===== src/rtl/crc_stream_engine.sv =====
// Table-driven CRC engine: one byte of a BYTES-wide beat is folded per cycle, and in_ready drops for n cycles per n-byte beat.
// The final CRC is held on out_crc/out_valid until the consumer handshakes, and no new beat is accepted in the meantime.
module crc_stream_engine #(
  parameter int          CRC_W   = 32,
  parameter logic [31:0] POLY    = 32'h04C11DB7,
  parameter logic [31:0] INIT    = 32'hFFFFFFFF,
  parameter logic [31:0] XOR_OUT = 32'hFFFFFFFF,
  parameter bit          REFLECT = 1'b1,
  parameter int          BYTES   = 4,
  localparam int         NB_W    = $clog2(BYTES + 1)
) (
  input  logic               clk,
  input  logic               rst,
  input  logic               in_valid,
  output logic               in_ready,
  input  logic [8*BYTES-1:0] in_data,
  input  logic               in_first,
  input  logic               in_last,
  input  logic [NB_W-1:0]    in_nbytes,
  output logic               out_valid,
  input  logic               out_ready,
  output logic [CRC_W-1:0]   out_crc,
  output logic               busy
);

  localparam logic [CRC_W-1:0] POLY_W  = POLY[CRC_W-1:0];
  localparam logic [CRC_W-1:0] INIT_W  = INIT[CRC_W-1:0];
  localparam logic [CRC_W-1:0] XOR_W   = XOR_OUT[CRC_W-1:0];
  localparam logic [NB_W-1:0]  NB_FULL = NB_W'(BYTES);

  function automatic logic [CRC_W-1:0] reverse_bits(input logic [CRC_W-1:0] v);
    logic [CRC_W-1:0] r;
    r = '0;
    for (int k = 0; k < CRC_W; k++) r[CRC_W-1-k] = v[k];
    return r;
  endfunction

  // Entry i is the CRC_W-bit remainder of byte i after eight shift/XOR steps.
  function automatic logic [256*CRC_W-1:0] gen_table();
    logic [256*CRC_W-1:0] t;
    logic [CRC_W-1:0]     c;
    logic [CRC_W-1:0]     rpoly;
    t     = '0;
    rpoly = reverse_bits(POLY_W);
    for (int i = 0; i < 256; i++) begin
      if (REFLECT) begin
        c = CRC_W'(i);
        for (int k = 0; k < 8; k++) c = c[0] ? ((c >> 1) ^ rpoly) : (c >> 1);
      end else begin
        c = CRC_W'(i) << (CRC_W - 8);
        for (int k = 0; k < 8; k++) c = c[CRC_W-1] ? ((c << 1) ^ POLY_W) : (c << 1);
      end
      t[i*CRC_W +: CRC_W] = c;
    end
    return t;
  endfunction

  localparam logic [256*CRC_W-1:0] CRC_TABLE = gen_table();

  typedef enum logic [1:0] {
    IDLE = 2'd0,
    PROC = 2'd1,
    DONE = 2'd2
  } state_t;

  state_t             state;
  logic [CRC_W-1:0]   crc;
  logic [8*BYTES-1:0] data_q;
  logic               last_q;
  logic [NB_W-1:0]    nbytes_q;
  logic [NB_W-1:0]    byte_cnt;
  logic [NB_W-1:0]    cnt_inc;
  logic [7:0]         tbl_idx;
  logic [CRC_W-1:0]   crc_shift;
  logic [CRC_W-1:0]   crc_next;

  // data_q shifts down one byte per fold, so the current byte is always data_q[7:0].
  always_comb begin
    tbl_idx   = '0;
    crc_shift = '0;
    if (REFLECT) begin
      tbl_idx   = crc[7:0] ^ data_q[7:0];
      crc_shift = crc >> 8;
    end else begin
      tbl_idx   = crc[CRC_W-1 -: 8] ^ data_q[7:0];
      crc_shift = crc << 8;
    end
    crc_next = CRC_TABLE[int'(tbl_idx)*CRC_W +: CRC_W] ^ crc_shift;
  end

  assign cnt_inc = byte_cnt + NB_W'(1);

  always_ff @(posedge clk) begin
    if (rst) begin
      state     <= IDLE;
      crc       <= INIT_W;
      data_q    <= '0;
      last_q    <= 1'b0;
      nbytes_q  <= NB_FULL;
      byte_cnt  <= '0;
      in_ready  <= 1'b1;
      out_valid <= 1'b0;
      busy      <= 1'b0;
      out_crc   <= INIT_W ^ XOR_W;
    end else begin
      case (state)
        IDLE: begin
          if (in_valid && in_ready) begin
            data_q   <= in_data;
            last_q   <= in_last;
            nbytes_q <= (!in_last || in_nbytes == '0) ? NB_FULL : in_nbytes;
            byte_cnt <= '0;
            if (in_first) crc <= INIT_W;
            in_ready <= 1'b0;
            busy     <= 1'b1;
            state    <= PROC;
          end
        end
        PROC: begin
          crc      <= crc_next;
          data_q   <= data_q >> 8;
          byte_cnt <= cnt_inc;
          if (cnt_inc == nbytes_q) begin
            if (last_q) begin
              out_valid <= 1'b1;
              out_crc   <= crc_next ^ XOR_W;
              state     <= DONE;
            end else begin
              in_ready <= 1'b1;
              busy     <= 1'b0;
              state    <= IDLE;
            end
          end
        end
        DONE: begin
          // The next message starts from INIT even if its first beat lacks in_first.
          if (out_ready) begin
            crc       <= INIT_W;
            out_valid <= 1'b0;
            in_ready  <= 1'b1;
            busy      <= 1'b0;
            state     <= IDLE;
          end
        end
        default: begin
          in_ready  <= 1'b1;
          out_valid <= 1'b0;
          busy      <= 1'b0;
          state     <= IDLE;
        end
      endcase
    end
  end

endmodule

===== config.mk =====
export PLATFORM = sky130hd
export DESIGN_NAME = crc_stream_engine
export DESIGN_NICKNAME = d
export VERILOG_FILES = /design/src/rtl/crc_stream_engine.sv
export SDC_FILE = /design/constraint.sdc
export NUM_CORES = 1
export LEC_CHECK = 0
export BUFFER_PORTS_ARGS = -buffer_cell sky130_fd_sc_hd__buf_2
export CAP_MARGIN = 0
export CORE_ASPECT_RATIO = 0.75
export CORE_MARGIN = 2
export CORE_UTILIZATION = 40
export CTS_CLUSTER_DIAMETER = 120
export DETAILED_ROUTE_END_ITERATION = 16
export HOLD_SLACK_MARGIN = 0.03
export MAX_ROUTING_LAYER = met4
export PLACE_DENSITY_LB_ADDON = 0.3
export SETUP_SLACK_MARGIN = 0.1
export SYNTH_ARGS = -nofsm -noshare
export SYNTH_HDL_FRONTEND = slang
export SYNTH_SLANG_ARGS = --single-unit

===== constraint.sdc =====
create_clock -name clk -period 2.3 [get_ports clk]
set_input_delay 0.23 -clock clk [delete_from_list [all_inputs] [get_ports clk]]
set_output_delay 0.23 -clock clk [all_outputs]
set_load 0.02 [all_outputs]

* After elaboration in Yosys (flattened, before gate mapping) *
Cells that the tools add are included.

storage, ports and cells
  flip-flop bits (word level) = 108
  output and inout bits = 35
  logic and storage cells = 66

cells by class
  $add $sub $neg = 1
  equal/unequal tests = 9
  shift-type cells = 1
  mux-type cells = 27
  bitwise operators = 4
  reduce and logical (&&, ||, !) cells = 14

operator list
  cell                         number
  $shiftx 8192x14->32 const A  1
  $mux 32                      4
  $pmux 32 s3                  1
  $pmux 32 s2                  1
  $not 32->32                  1
  $xor 32x24->32               1
  $ne 2x2->1 const B           6
  $reduce_and 4->1             3
  $mux 1                       10
  $pmux 1 s3                   3
  $mux 2                       4
  $xor 8x8->8                  1
  $mux 3                       2
  $pmux 2 s3                   1
  $pmux 3 s2                   1
  $reduce_and 3->1             2
  $reduce_and 2->1             2
  $add 3x1->3 const B          1
  $eq 3x3->1                   1
  $logic_not 3->1              1
  $reduce_bool 3->1            1
  $eq 2x1->1 const B           1
  $eq 2x2->1 const B           1
  $logic_not 2->1              1
  other kinds (5)              5

* Depth between registers and ports, before layout *
Gate-level depths: netlist of run 1.

  depth in word-level cells = 4
  mapped depth = 8

* Worst setup path after synthesis of run 1 *
OpenSTA, ideal clock, no wires.

  path type = flip-flop to flip-flop
  start = reg byte_cnt[0]
  end = reg out_crc[10]
  setup time = 0.138 ns
  arrival = 1.585 ns
  required time = 2.162 ns
  setup slack = 0.578 ns
  cell stages (with the launch flop) = 7
  buffers on the path = 2
  period minus slack after synthesis = 1.722 ns
  path through = dfxtp_1 ha_1 xnor2_1 and4_1 buf_2 clkbuf_1 a211oi_1

between the ends
  longest elaborated chain between the ends = 3

ends and longest elaborated chain
  element                            RTL line  text
  from (decl)                        71        logic [NB_W-1:0] byte_cnt;
  from (signal assigned)             122       byte_cnt <= cnt_inc;
  $add 3x1->3                        91        assign cnt_inc = byte_cnt + NB_W'(1);
  $eq 3x3->1                         123       if (cnt_inc == nbytes_q) begin
  $reduce_and 3->1 (no source line)  -
  to (signal assigned)               104       out_crc <= INIT_W ^ XOR_W;
  to (signal assigned)               126       out_crc <= crc_next ^ XOR_W;
  to (decl)                          22        output logic [CRC_W-1:0] out_crc,

No other way between the ends.
A chain may end at the register's enable or synchronous reset.

* Final worst setup path of run 1 *
  start = reg state[1]
  end = reg crc[18]

between the ends
  longest elaborated chain between the ends = 3

ends and longest elaborated chain
  element                                                           RTL line  text
  from (decl)                                                       66        state_t state;
  from (signal assigned)                                            95        state <= IDLE;
  from (signal assigned)                                            116       state <= PROC;
  from (signal assigned)                                            127       state <= DONE;
  $eq 2x2->1, or another cell as far along                          106       case (state)
  $ne 2x2->1 (no source line) or $reduce_bool 3->1 (tied branches)  -
  $reduce_and 4->1 (no source line)                                 -
  to (signal assigned)                                              120       crc <= crc_next;
  to (decl)                                                         67        logic [CRC_W-1:0] crc;

Parallel ways exist; a longest one is shown, timed or not.

==> flow_metrics.tcl, run 1 <==
set metrics [dict create \
    status "finished, final reports clean" \
    postCtsSetupBuffers 0 \
    relSlewSlack 0.196 \
    worstSetupPathType "flip-flop to flip-flop" \
    p_leak_nw 2.36 \
    drv_cap 0 \
    cts_root_buf "clkbuf_16" \
    drt_iter0_markers 272 \
    cts_resized 0 \
    ioPinCount 76 \
    cts_buffers 9 \
    cts_tree "built" \
    nets 630 \
    core_um2 11700 \
    firstDrtPassIters 5 \
    setup_viol 0 \
    holdPathStages 2 \
    routed_wl_um 11500 \
    layout-drive-gt1-share 0.207 \
    grt-ovfl-total 0 \
    grt_pass1_vias 3699 \
    syn_area_per_cell_um2 9.35 \
    yosys_warnings 0 \
    antenna_found_initial 0 \
    syn_to_final_growth_pct 17.6 \
    crit_required_ps 2480 \
    clk_path_buf_depth 2 \
    vdd_drop_max_v 0.000601 \
    clkTransAtPathRegs_ps 70 \
    timing.rr.end "crc[18]" \
    holdBufCountCts 0 \
    syn_inst 521 \
    setup_tns_ps 0 \
    drc_errors 0 \
    synth_cell_types 41 \
    antenna_cells 0 \
    fp.dieH_um 99.6 \
    min_path_type "input port to flip-flop" \
    tightest_slew_ps 1200 \
    holdPathEnd "data_q[31]" \
    io_buffers 75 \
    syn_area_um2 4870 \
    vias_per_cell 5.08 \
    clk_latency_ps 350 \
    r2r_start "state[1]" \
    fin_worst_skew_ps 10.4 \
    final.period_utilization 0.856 \
    grt_pass1_wl_um 19200 \
    yosys_register_bits 108 \
    dieWidth_um 131 \
    worstSetupStartpointType "flip-flop" \
    r2r_cells 3 \
    hold_violations 0 \
    synth_edf_count 0 \
    hold_ws_ps 82.2 \
    synthArstFlopShare 0 \
    antenna_left 0 \
    r2r_setup_slack_ps 330 \
    yosysSeqAreaShare 0.444 \
    min_from "in_data[31]" \
    dieArea_um2 13100 \
    cp_max_fo 16 \
    yosys-top-cells-area "dfxtp_1 44%, xnor2_1 7.4%, nor2_1 7.1%" \
    power_per_cell_area_nw_per_um2 1150 \
    grt_max_degree 46 \
    worst_setup_path_end_kind "flip-flop" \
    max_freq_ghz 0.508 \
    track_usage 0.189 \
    finalMaxSlewViolations 0 \
    via_count 3839 \
    rsz0062_at_grt "no" \
    htree_levels 3 \
    final_core_util 0.488 \
    clock_sinks 108 \
    synth-main-ff-cell "dfxtp_1" \
    place.gp.congestion 0.887 \
    rows 34 \
    synth_nets 563 \
    synth_top_cell_by_area "dfxtp_1" \
    dp_hpwl_um 8300 \
    period_minus_slack_ps 1970 \
    wire_per_inst_um 15.2 \
    arrival_ps 2140 \
    start_util 0.415 \
    synth_top_area_frac 0.444 \
]
==> worst max-delay path, cell delays in order, from the launching register on <==
cell and delay (ps):
dfxtp_1 440, nand2b_1 270, nor2_1 930, a21oi_1 160
==> synth_stat cells (2+ instances only) <==
| library cell | count |
|---|---|
| a311oi_1 | 24 |
| xnor2_1 | 41 |
| xor3_1 | 4 |
| xnor3_1 | 8 |
| o21ai_0 | 2 |
| xnor2_2 | 4 |
| a31oi_1 | 2 |
| nand2_1 | 65 |
| a21oi_1 | 32 |
| nor3_1 | 10 |
| o22ai_1 | 13 |
| xnor2_4 | 5 |
| nand3b_1 | 2 |
| buf_2 | 8 |
| xnor3_2 | 2 |
| xor2_1 | 7 |
| o32a_1 | 2 |
| or2_2 | 2 |
| nand2b_1 | 17 |
| nor2_1 | 92 |
| nand3_1 | 3 |
| o21a_1 | 2 |
| a22o_1 | 8 |
| dfxtp_1 | 108 |
| a211oi_1 | 14 |
| nor3b_1 | 2 |
| a21o_1 | 3 |
| clkbuf_1 | 26 |
==> stage by stage <==
| step | setup WS (ps) | cells | total power, mW | cell area (µm²) |
|---|---|---|---|---|
| 6_report | 331 | 755 | 6.61 | 5730 |
| 5_1_grt | 156 | 755 | 6.97 | 5730 |
| 4_1_cts | 323 | 755 | 6.64 | 5730 |
| 3_5_place_dp | 345 | 739 | 5.16 | 5450 |
| 3_3_place_gp | 376 | 739 | 5.13 | 5450 |
| 2_1_floorplan | 578 | 521 | 4.47 | 4870 |
==> flip-flops by register name, indices dropped and copies added (netlist names) <==
name	count
last_q	1
in_ready	1
data_q	32
crc	32
state	2
byte_cnt	3
out_valid	1
nbytes_q	3
out_crc	32
busy	1
==> cell families (layout without fill, tap and decap cells) <==
kind of cell,after synthesis,count (layout),synth area share
xor gates and xnor gates,72,72,0.198
adders and majority gates,1,1,0.00257
DFF,108,108,0.444
buffers and inverters,35,107,0.0290
and+or+nand+nor,198,198,0.174
AOI/OAI and AO/OA,107,107,0.153
==> worst max path at each step <==
stage                             end         from  slack, ps
after CTS                     crc[18]     state[1]        320
after global placement         crc[4]     state[1]        380
after floorplan           out_crc[10]  byte_cnt[0]        580
after global routing          crc[22]     state[1]        160
final                         crc[18]     state[1]        330
after detailed placement      crc[18]     state[1]        340
==> power by group <==
part	switching [mW]	internal (mW)	total (mW)
clock	0.695	0.769	1.46
sequential	0.188	2.10	2.29
combinational	1.47	1.39	2.86
==> cell usage in the layout (no fill, tap or decap), types with 2 or more instances in the layout <==
cell type	synthesis	routed
a21o_1	3	3
a211oi_1	14	14
o22ai_1	13	13
nand3_1	3	3
nor3b_1	2	2
o32a_1	2	2
xnor2_4	5	5
nand2_1	65	65
xnor2_1	41	41
xnor2_2	4	4
clkinv_2	0	2
o21a_1	2	2
or2_2	2	2
a22o_1	8	8
clkbuf_16	0	9
nand2b_1	17	17
inv_6	0	2
dfxtp_1	108	108
buf_4	0	15
o21ai_0	2	2
buf_2	8	75
nor3_1	10	10
nor2_1	92	91
xnor3_1	8	8
xor2_1	7	7
xor3_1	4	4
a31oi_1	2	2
a311oi_1	24	24
nand3b_1	2	2
a21oi_1	32	32
xnor3_2	2	2
==> per-layer routing <==
| layer | share of wire | wire (µm) | track usage |
|---|---|---|---|
| met5 | 0 | 0 | - |
| met4 | 0.010 | 116 | 0.0452 |
| met3 | 0.052 | 601 | 0.0443 |
| met2 | 0.42 | 4870 | 0.272 |
| met1 | 0.51 | 5890 | 0.269 |
==> area by class of cell <==
type,count,area [µm²]
fillers,1125,6010
multi-input cells,378,2580
flip-flops and latches,108,2160
repair buffers,91,508
clock buffers,11,243
well taps,162,203
clock inverters,5,35.0
Note: power is estimated with default switching activity, not from simulation.
==> inputs of run 2 (changes only) <==
PLACE_DENSITY_LB_ADDON = 0.2   (was 0.3)
SKIP_CTS_REPAIR_TIMING = 1   (was default)
==> run 2 against run 1 <==
Net effect:
- final cell count shrank 0.66%
- register-to-register slack gained 50 ps
- count of clock-buffer cells in the layout grew 1
- sequential cell count is the same
- critical endpoint is now crc[8]
- clock power grew 11%
- cell area grew 0.11%
- utilization grew 0.053 points
- first-iteration DRC count shrank 20%
- sequential share of layout area is essentially flat
==> flow_metrics.tcl, run 2 (same netlist as run 1, synthesis figures left out) <==
set metrics [dict create \
    drc_errors 0 \
    p_leak_nw 2.36 \
    netSwitchingFraction 0.347 \
    stdcell_area_um2 5730 \
    cts_root_buf "clkbuf_16" \
    power_per_cell_area_nw_per_um2 1190 \
    routed_wl_um 11700 \
    period_minus_slack_ps 1920 \
    dieArea_um2 13100 \
    layout_common_cells "108 x dfxtp_1, 91 x nor2_1, 75 x buf_2, 65 x nand2_1, 41 x xnor2_1" \
    r2r_setup_slack_ps 380 \
    fp.dieH_um 99.6 \
    antenna_found_initial 0 \
    status "finished, final reports clean" \
    antenna_cells 0 \
    via_count 3830 \
    relSlewSlack 0.269 \
    placement.cell_area_um2 5430 \
    internal_power_mw 4.44 \
    arrival_ps 2140 \
    crit_chain "xor2_1, xnor3_1, xnor2_1, o32a_1" \
    core_um2 11700 \
    htree_levels 3 \
    final_common_cell "dfxtp_1" \
    final.period_utilization 0.834 \
    cts_tree "built" \
    holdPathStages 2 \
    fin_worst_skew_ps 7.58 \
    fillCellCount 1176 \
    max_freq_ghz 0.522 \
    r2r_cells 4 \
    wire_per_inst_um 15.6 \
    biggestRegsByFlops "crc x32, data_q x32, out_crc x32" \
    rsz0062_at_grt "no" \
    clkTransAtPathRegs_ps 70 \
    crit_required_ps 2520 \
    grt-ovfl-total 0 \
    min_from "in_data[26]" \
    grt_max_degree 46 \
    min_path_type "input port to flip-flop" \
    setup_viol 0 \
    clockPowerShare 0.239 \
    antenna_left 0 \
    holdPathEnd "data_q[26]" \
    timing.rr.end "crc[8]" \
    firstDrtPassIters 4 \
    slowest_stage "xnor3_1" \
    drv_cap 0 \
    p_sw_mw 2.36 \
    vias_per_cell 5.11 \
    ioPinCount 76 \
    layout-drive-gt1-share 0.199 \
    clock_sinks 108 \
    dieWidth_um 131 \
    dp_hpwl_um 8370 \
    grt_pass1_vias 3583 \
    setup_tns_ps 0 \
    tightest_slew_ps 1090 \
    nets 627 \
    grt_pass1_wl_um 19100 \
    start_util 0.415 \
    hold_violations 0 \
    worstSetupPathType "flip-flop to flip-flop" \
    track_usage 0.191 \
    worst_setup_path_end_kind "flip-flop" \
    vdd_drop_max_v 0.000547 \
    r2r_start "crc[1]" \
    finalMaxSlewViolations 0 \
    comb_power_share 0.424 \
    io_buffers 75 \
    clk_latency_ps 340 \
    drt_iter0_markers 217 \
    worst_path_largest_cell_delay_ps 560 \
    syn_to_final_growth_pct 17.7 \
    cp_max_fo 3 \
    cts_buffers 9 \
    power_frac_seq 0.337 \
    rows 34 \
    clk_path_buf_depth 2 \
    worstSetupStartpointType "flip-flop" \
    place.gp.congestion 0.852 \
]
-- run 2: cell count changes in the layout (fill, tap and decap cells not counted), sizes merged --
| cell | previous run | this run |
|---|---|---|
| bufinv | 0 | 2 |
| inv | 2 | 0 |
| clkbuf | 11 | 12 |
| clkinv | 2 | 0 |
| clkinvlp | 1 | 0 |
| buf | 91 | 88 |
-- run 2: final cells by class --
cell class	count	area, µm²	area share
Tap cell	162	203	0.0354
Sequential cell	108	2160	0.377
Clock inverter	2	60.1	0.0105
Multi-Input combinational cell	378	2580	0.449
Clock buffer	12	246	0.0430
Timing Repair Buffer	88	485	0.0847
-- run 2: per-layer routing --
layer,routed length (µm),share of wire,vias up,track usage
li1,-,-,1916,-
met1,6330,0.54,1812,0.282
met2,4690,0.40,93,0.265
met3,598,0.051,9,0.0408
met4,85,0.0073,0,0.0477
met5,0,0,-,-
-- run 2: power groups by stage --
stage          Clock (mW)  Sequential, mW  Combinational (mW)
2_1_floorplan           0            2.29                2.19
3_3_place_gp            0            2.32                2.83
3_5_place_dp            0            2.33                2.83
4_1_cts              1.66            2.29                2.86
5_1_grt              1.74            2.31                3.09
6_report             1.62            2.29                2.88
-- run 2: critical path, delay by kind of cell, from the launching register on --
kind | cells | cell delay [ps]
xor gates and xnor gates | 3 | 1080
AOI/OAI and AO/OA | 1 | 290
DFF | 1 | 430
-- run 2: worst max-delay path by stage --
stage	from	slack, ps	endpoint
floorplan	byte_cnt[0]	580	out_crc[10]
global placement	crc[1]	400	out_crc[19]
detailed placement	crc[1]	440	out_crc[19]
CTS	crc[1]	390	crc[8]
global route	crc[1]	270	out_crc[30]
finish	crc[1]	380	crc[8]
-- run 2: per-stage QoR --
stage          worst slack [ps]  instances  hold WS, ps  total power, mW  utilization
2_1_floorplan               578        521          356             4.47            -
3_3_place_gp                400        736          439             5.16        0.462
3_5_place_dp                437        736          447             5.16        0.462
4_1_cts                     387        750         81.7             6.80        0.488
5_1_grt                     272        750         93.9             7.14        0.488
6_report                    383        750         90.6             6.79        0.488
